<file path="src/rtl/imem_load_controller.sv">
// Loads a byte stream into the writable IMEM bank as 16-bit words, high byte first,
// holding the CPU while the load runs and flagging bad lengths or aborts.
module imem_load_controller #(
    parameter int unsigned BASE_ADDR = 32,
    parameter int unsigned MAX_WORDS = 32
) (
    input  logic        clk_i,
    input  logic        rst_ni,
    input  logic        load_start_i,
    input  logic [5:0]  load_count_i,
    input  logic        load_abort_i,
    input  logic        byte_valid_i,
    input  logic [7:0]  data_byte_i,
    output logic        byte_ready_o,
    output logic        imem_write_enable_o,
    output logic [5:0]  imem_write_select_o,
    output logic [15:0] imem_input_o,
    output logic        cpu_hold_o,
    output logic        load_done_o,
    output logic        load_error_o,
    output logic [5:0]  words_written_o
);

    localparam int unsigned AW = 6;
    localparam int unsigned CW = 6;
    localparam int unsigned DW = 16;

    typedef enum logic [2:0] {
        IDLE    = 3'd0,
        HI_BYTE = 3'd1,
        LO_BYTE = 3'd2,
        WRITE   = 3'd3,
        DONE    = 3'd4
    } state_e;

    state_e        state_q, state_d;
    logic [CW-1:0] count_q, count_d;
    logic [AW-1:0] addr_q,  addr_d;
    logic [DW-1:0] data_q,  data_d;
    logic [CW-1:0] ww_q,    ww_d;
    logic          err_q,   err_d;

    logic          count_ok;
    logic          last_word;

    assign count_ok  = (load_count_i != '0) && (32'(load_count_i) <= MAX_WORDS);
    assign last_word = (ww_q + CW'(1)) == count_q;

    // State and datapath registers
    always_ff @(posedge clk_i or negedge rst_ni) begin
        if (!rst_ni) begin
            state_q <= IDLE;
            count_q <= '0;
            addr_q  <= AW'(BASE_ADDR);
            data_q  <= '0;
            ww_q    <= '0;
            err_q   <= 1'b0;
        end else begin
            state_q <= state_d;
            count_q <= count_d;
            addr_q  <= addr_d;
            data_q  <= data_d;
            ww_q    <= ww_d;
            err_q   <= err_d;
        end
    end

    // Next-state and datapath update
    always_comb begin
        state_d = state_q;
        count_d = count_q;
        addr_d  = addr_q;
        data_d  = data_q;
        ww_d    = ww_q;
        err_d   = err_q;
        unique case (state_q)
            IDLE: begin
                if (load_start_i) begin
                    if (count_ok) begin
                        count_d = load_count_i;
                        addr_d  = AW'(BASE_ADDR);
                        ww_d    = '0;
                        err_d   = 1'b0;
                        state_d = HI_BYTE;
                    end else begin
                        err_d   = 1'b1;
                    end
                end
            end
            HI_BYTE: begin
                if (load_abort_i) begin
                    err_d   = 1'b1;
                    state_d = IDLE;
                end else if (byte_valid_i) begin
                    data_d  = {data_byte_i, data_q[7:0]};
                    state_d = LO_BYTE;
                end
            end
            LO_BYTE: begin
                if (load_abort_i) begin
                    err_d   = 1'b1;
                    state_d = IDLE;
                end else if (byte_valid_i) begin
                    data_d  = {data_q[15:8], data_byte_i};
                    state_d = WRITE;
                end
            end
            WRITE: begin
                ww_d = ww_q + CW'(1);
                // Address stays on the final word so it never leaves the bank
                if (!last_word) begin
                    addr_d = addr_q + AW'(1);
                end
                if (load_abort_i) begin
                    err_d   = 1'b1;
                    state_d = IDLE;
                end else if (last_word) begin
                    state_d = DONE;
                end else begin
                    state_d = HI_BYTE;
                end
            end
            DONE: begin
                state_d = IDLE;
            end
            default: begin
                state_d = IDLE;
            end
        endcase
    end

    // Moore output decode; write bus is driven only during WRITE
    always_comb begin
        byte_ready_o        = 1'b0;
        imem_write_enable_o = 1'b0;
        imem_write_select_o = '0;
        imem_input_o        = '0;
        cpu_hold_o          = 1'b0;
        load_done_o         = 1'b0;
        load_error_o        = err_q;
        words_written_o     = ww_q;
        unique case (state_q)
            HI_BYTE, LO_BYTE: begin
                byte_ready_o = 1'b1;
                cpu_hold_o   = 1'b1;
            end
            WRITE: begin
                imem_write_enable_o = 1'b1;
                imem_write_select_o = addr_q;
                imem_input_o        = data_q;
                cpu_hold_o          = 1'b1;
            end
            DONE: begin
                load_done_o = 1'b1;
                cpu_hold_o  = 1'b1;
            end
            default: begin
            end
        endcase
    end

endmodule

</file>
<file path="config.mk">
export PLATFORM = sky130hd
export DESIGN_NAME = imem_load_controller
export DESIGN_NICKNAME = d
export VERILOG_FILES = /design/src/rtl/imem_load_controller.sv
export SDC_FILE = /design/constraint.sdc
export NUM_CORES = 1
export LEC_CHECK = 0
export CAP_MARGIN = 20
export CELL_PAD_IN_SITES_DETAIL_PLACEMENT = 0
export CELL_PAD_IN_SITES_GLOBAL_PLACEMENT = 1
export CORE_UTILIZATION = 35
export CTS_BUF_LIST = sky130_fd_sc_hd__clkbuf_8
export DETAILED_ROUTE_END_ITERATION = 8
export GPL_ROUTABILITY_DRIVEN = 0
export PLACE_DENSITY = 0.89
export SETUP_SLACK_MARGIN = 0.5
export SKIP_CTS_REPAIR_TIMING = 1
export SYNTH_ARGS = -nofsm -noshare
export SYNTH_HDL_FRONTEND = slang
export SYNTH_SLANG_ARGS = --single-unit
</file>
<file path="constraint.sdc">
create_clock -name clk_i -period 2.4 [get_ports clk_i]
set_clock_uncertainty 0.2 [all_clocks]
set_input_delay 0.72 -clock clk_i [delete_from_list [all_inputs] [get_ports clk_i]]
set_output_delay 0.72 -clock clk_i [all_outputs]
set_load 0.02 [all_outputs]
</file>
==> metrics.yaml, run 1 <==
timing:
  fmax_ghz: 0.409
  min_period_over_period: 1.02
  setup_viol: 12
  holdWs_ps: 205
  fin_crit_ps: 2440
  worst_pin_slew_ps: 538
  setup_tns_ps: -132
  timing.slew.headroom: 0.641
  drv_slew: 0
  rsz0062_at_grt: "yes"
  worst_slack_ps: -42.3
  finalHoldViolCount: 0
yosys:
  syn_area_mm2: 0.00203
  yosysWarnings: 0
  synth_most_common_cell: "dfrtp_1"
  synth-async-reset-ratio: 1.00
  synth_edf_count: 0
  syn_avg_cell_area_um2: 10.0
  ys_seq_area_frac: 0.469
  yosys.area.top_type_share: 0.457
  postSynthCellCount: 202
  synthTopCellsByArea: "dfrtp_1, mux2_2, and2_1"
  synth_common_cells: "dfrtp_1, nand2_1, and2_1, mux2_2, o21ai_0"
  synth_top_flop_cell: "dfrtp_1"
  ys_seq_elements: 38
  syn-num-nets: 223
  synth_area_leader_cell: "dfrtp_1"
  synth_cell_type_count: 41
critical_path:
  cp-start-kind: "input pin"
  critPathMaxFanout: 7
  cp-end-kind: "register"
  criticalPathCategory: "in -> reg"
  cp.arrival_ps: 2460
  cp_data_required_time_ps: 2420
  reg2reg_slack_ps: 260
final_layout:
  nets: 298
  final_area_mm2: 0.00314
  seq_area_um2: 955
  area_delta_synth_final_pct: 54.8
  multi_input_area_mm2: 0.00118
  n_antenna_cell: 0
  drive_gt1_frac: 0.464
  finalNonFillerCells: 350
  nFillCells: 494
  fin_util: 0.567
floorplan:
  die_w_um: 78.1
  rows: 27
  die_h_um: 78.1
  core_mm2: 0.00554
  start_util: 0.366
  ios: 52
  dieArea_mm2: 0.00610
clock_tree:
  clockRootBuffer: "clkbuf_8"
  cts_tree: "done"
  cts.reportedPaths.clkPinSlew_ps: 80
  clkSinkCount: 38
  max-clock-path-buffers: 2
  insertion_delay_ps: 290
  cts-htree-levels: 2
  cts_buffers: 5
drt:
  drt_iter0_markers: 43
  ant_nets: 0
  avgRoutedWirePerCell_um: 14.5
  drt-total-wl_mm: 5.07
  avgViaCountPerCell: 5.04
  route.vias.total: 1764
  drc: 0
  first_pass_iters: 4
hold_path:
  hold_class: "in -> async"
pwr:
  cellPowerDensity_mw_per_mm2: 800
  vdd_drop_max_uv: 472
  leakagePower_nw: 1.57
  p_total_mw: 2.51
placement:
  post-place-ws_ps: -705
  placed_cells: 338
  place.detailed.hpwl_mm: 3.41
  port_buffers: 51
  placed_cell_area_mm2: 0.00285
run_status:
  status: "finished, violations left"
  violations: "negative setup slack"
job:
  drv_cap: 0
global_route:
  grt_pass1_vias: 1729
  gr-usage-all-layers: 0.164
  grt_pass1_wl_mm: 7.89
  overflow: 0
  antenna_found_initial: 0
  grt_max_degree: 24
## final timing paths
check                                   startpoint                 end  depth (start not counted)
min in group clk_i                       addr_q[2]           addr_q[2]                          1
worst min register to register           addr_q[2]           addr_q[2]                          1
worst max register to register  words_written_o[0]           addr_q[5]                          7
max in group asynchronous                   rst_ni           data_q[9]                          2
worst max-delay path               load_count_i[2]           addr_q[5]                          7
worst min-delay path                        rst_ni  words_written_o[0]                          1
## flip-flops by register name, indices dropped and copies added (netlist names)
name,cells
words_written_o,6
addr_q,6
count_q,6
data_q,16
state_q,3
load_error_o,1
## cell type report
cell class,instances,share of cell area
multi-input combinational,150,0.377
sequential,38,0.304
timing repair buffer,79,0.259
tap,72,0.0287
clock buffer,5,0.0219
inverter,3,0.00518
clock inverter,3,0.00438
## critical path, cell delays in order
cell and delay, ps:
buf_6 90, or4_4 520, or3_4 380, nand4_1 120, buf_6 140, or2b_1 230
mux2_4 260
## layer usage
| metal | wire length, um | track usage | up-vias |
|---|---|---|---|
| met3 | 240 | 0.0465 | 7 |
| met5 | 0 | 0 | - |
| li1 | - | - | 851 |
| met1 | 2310 | 0.197 | 855 |
| met4 | 50 | 0.0481 | 0 |
| met2 | 2480 | 0.285 | 51 |
## cell families (layout without fill, tap and decap cells)
group,Yosys count,in the layout,synth area share
compound gates,29,29,0.0901
xor+xnor,9,9,0.0389
fa+ha+maj,2,2,0.0123
buf+inv,15,90,0.0407
flops,38,38,0.469
mux,24,24,0.129
simple gates,85,86,0.220
## cells in the final DEF, fill, tap and decap left out, types with 2 or more instances in the layout
master,instances
a21o_1,2
a21oi_1,3
a31oi_1,2
and2_4,22
buf_12,2
buf_4,18
buf_6,35
clkbuf_2,5
clkbuf_8,5
clkdlybuf4s50_1,11
clkinv_2,2
dfrtp_1,35
dfrtp_2,2
dlymetal6s2s_1,5
inv_1,3
mux2_2,6
mux2_4,11
mux2i_1,7
nand2_1,25
nand2b_4,2
nand3_1,6
nand4_1,4
nor2_1,7
nor3_1,2
o2111ai_1,2
o211ai_1,3
o21ai_0,7
o21ai_1,4
or3_4,3
xnor2_1,6
xor2_1,2
## where the power goes
part	internal, mW	switching, mW
logic	0.601	0.478
registers	0.858	0.153
clock network	0.197	0.225
total	1.66	0.856
No activity file was read; power rests on OpenSTA's default activity.
==> run 2, diff against run 1 <==
--- a/config.mk
+++ b/config.mk
@@ -10,6 +10,7 @@
 export CELL_PAD_IN_SITES_GLOBAL_PLACEMENT = 1
 export CORE_UTILIZATION = 35
 export CTS_BUF_LIST = sky130_fd_sc_hd__clkbuf_8
+export CTS_CLUSTER_DIAMETER = 50
 export DETAILED_ROUTE_END_ITERATION = 8
 export GPL_ROUTABILITY_DRIVEN = 0
 export PLACE_DENSITY = 0.89
==> results of run 2 <==
No change in the layout: final DEF, timing and power equal those of run 1.
==> run 3, diff against run 2 <==
--- a/config.mk
+++ b/config.mk
@@ -11,6 +11,7 @@
 export CORE_UTILIZATION = 35
 export CTS_BUF_LIST = sky130_fd_sc_hd__clkbuf_8
 export CTS_CLUSTER_DIAMETER = 50
+export CTS_CLUSTER_SIZE = 25
 export DETAILED_ROUTE_END_ITERATION = 8
 export GPL_ROUTABILITY_DRIVEN = 0
 export PLACE_DENSITY = 0.89
==> results of run 3 <==
No change in the layout: final DEF, timing and power equal those of run 1.
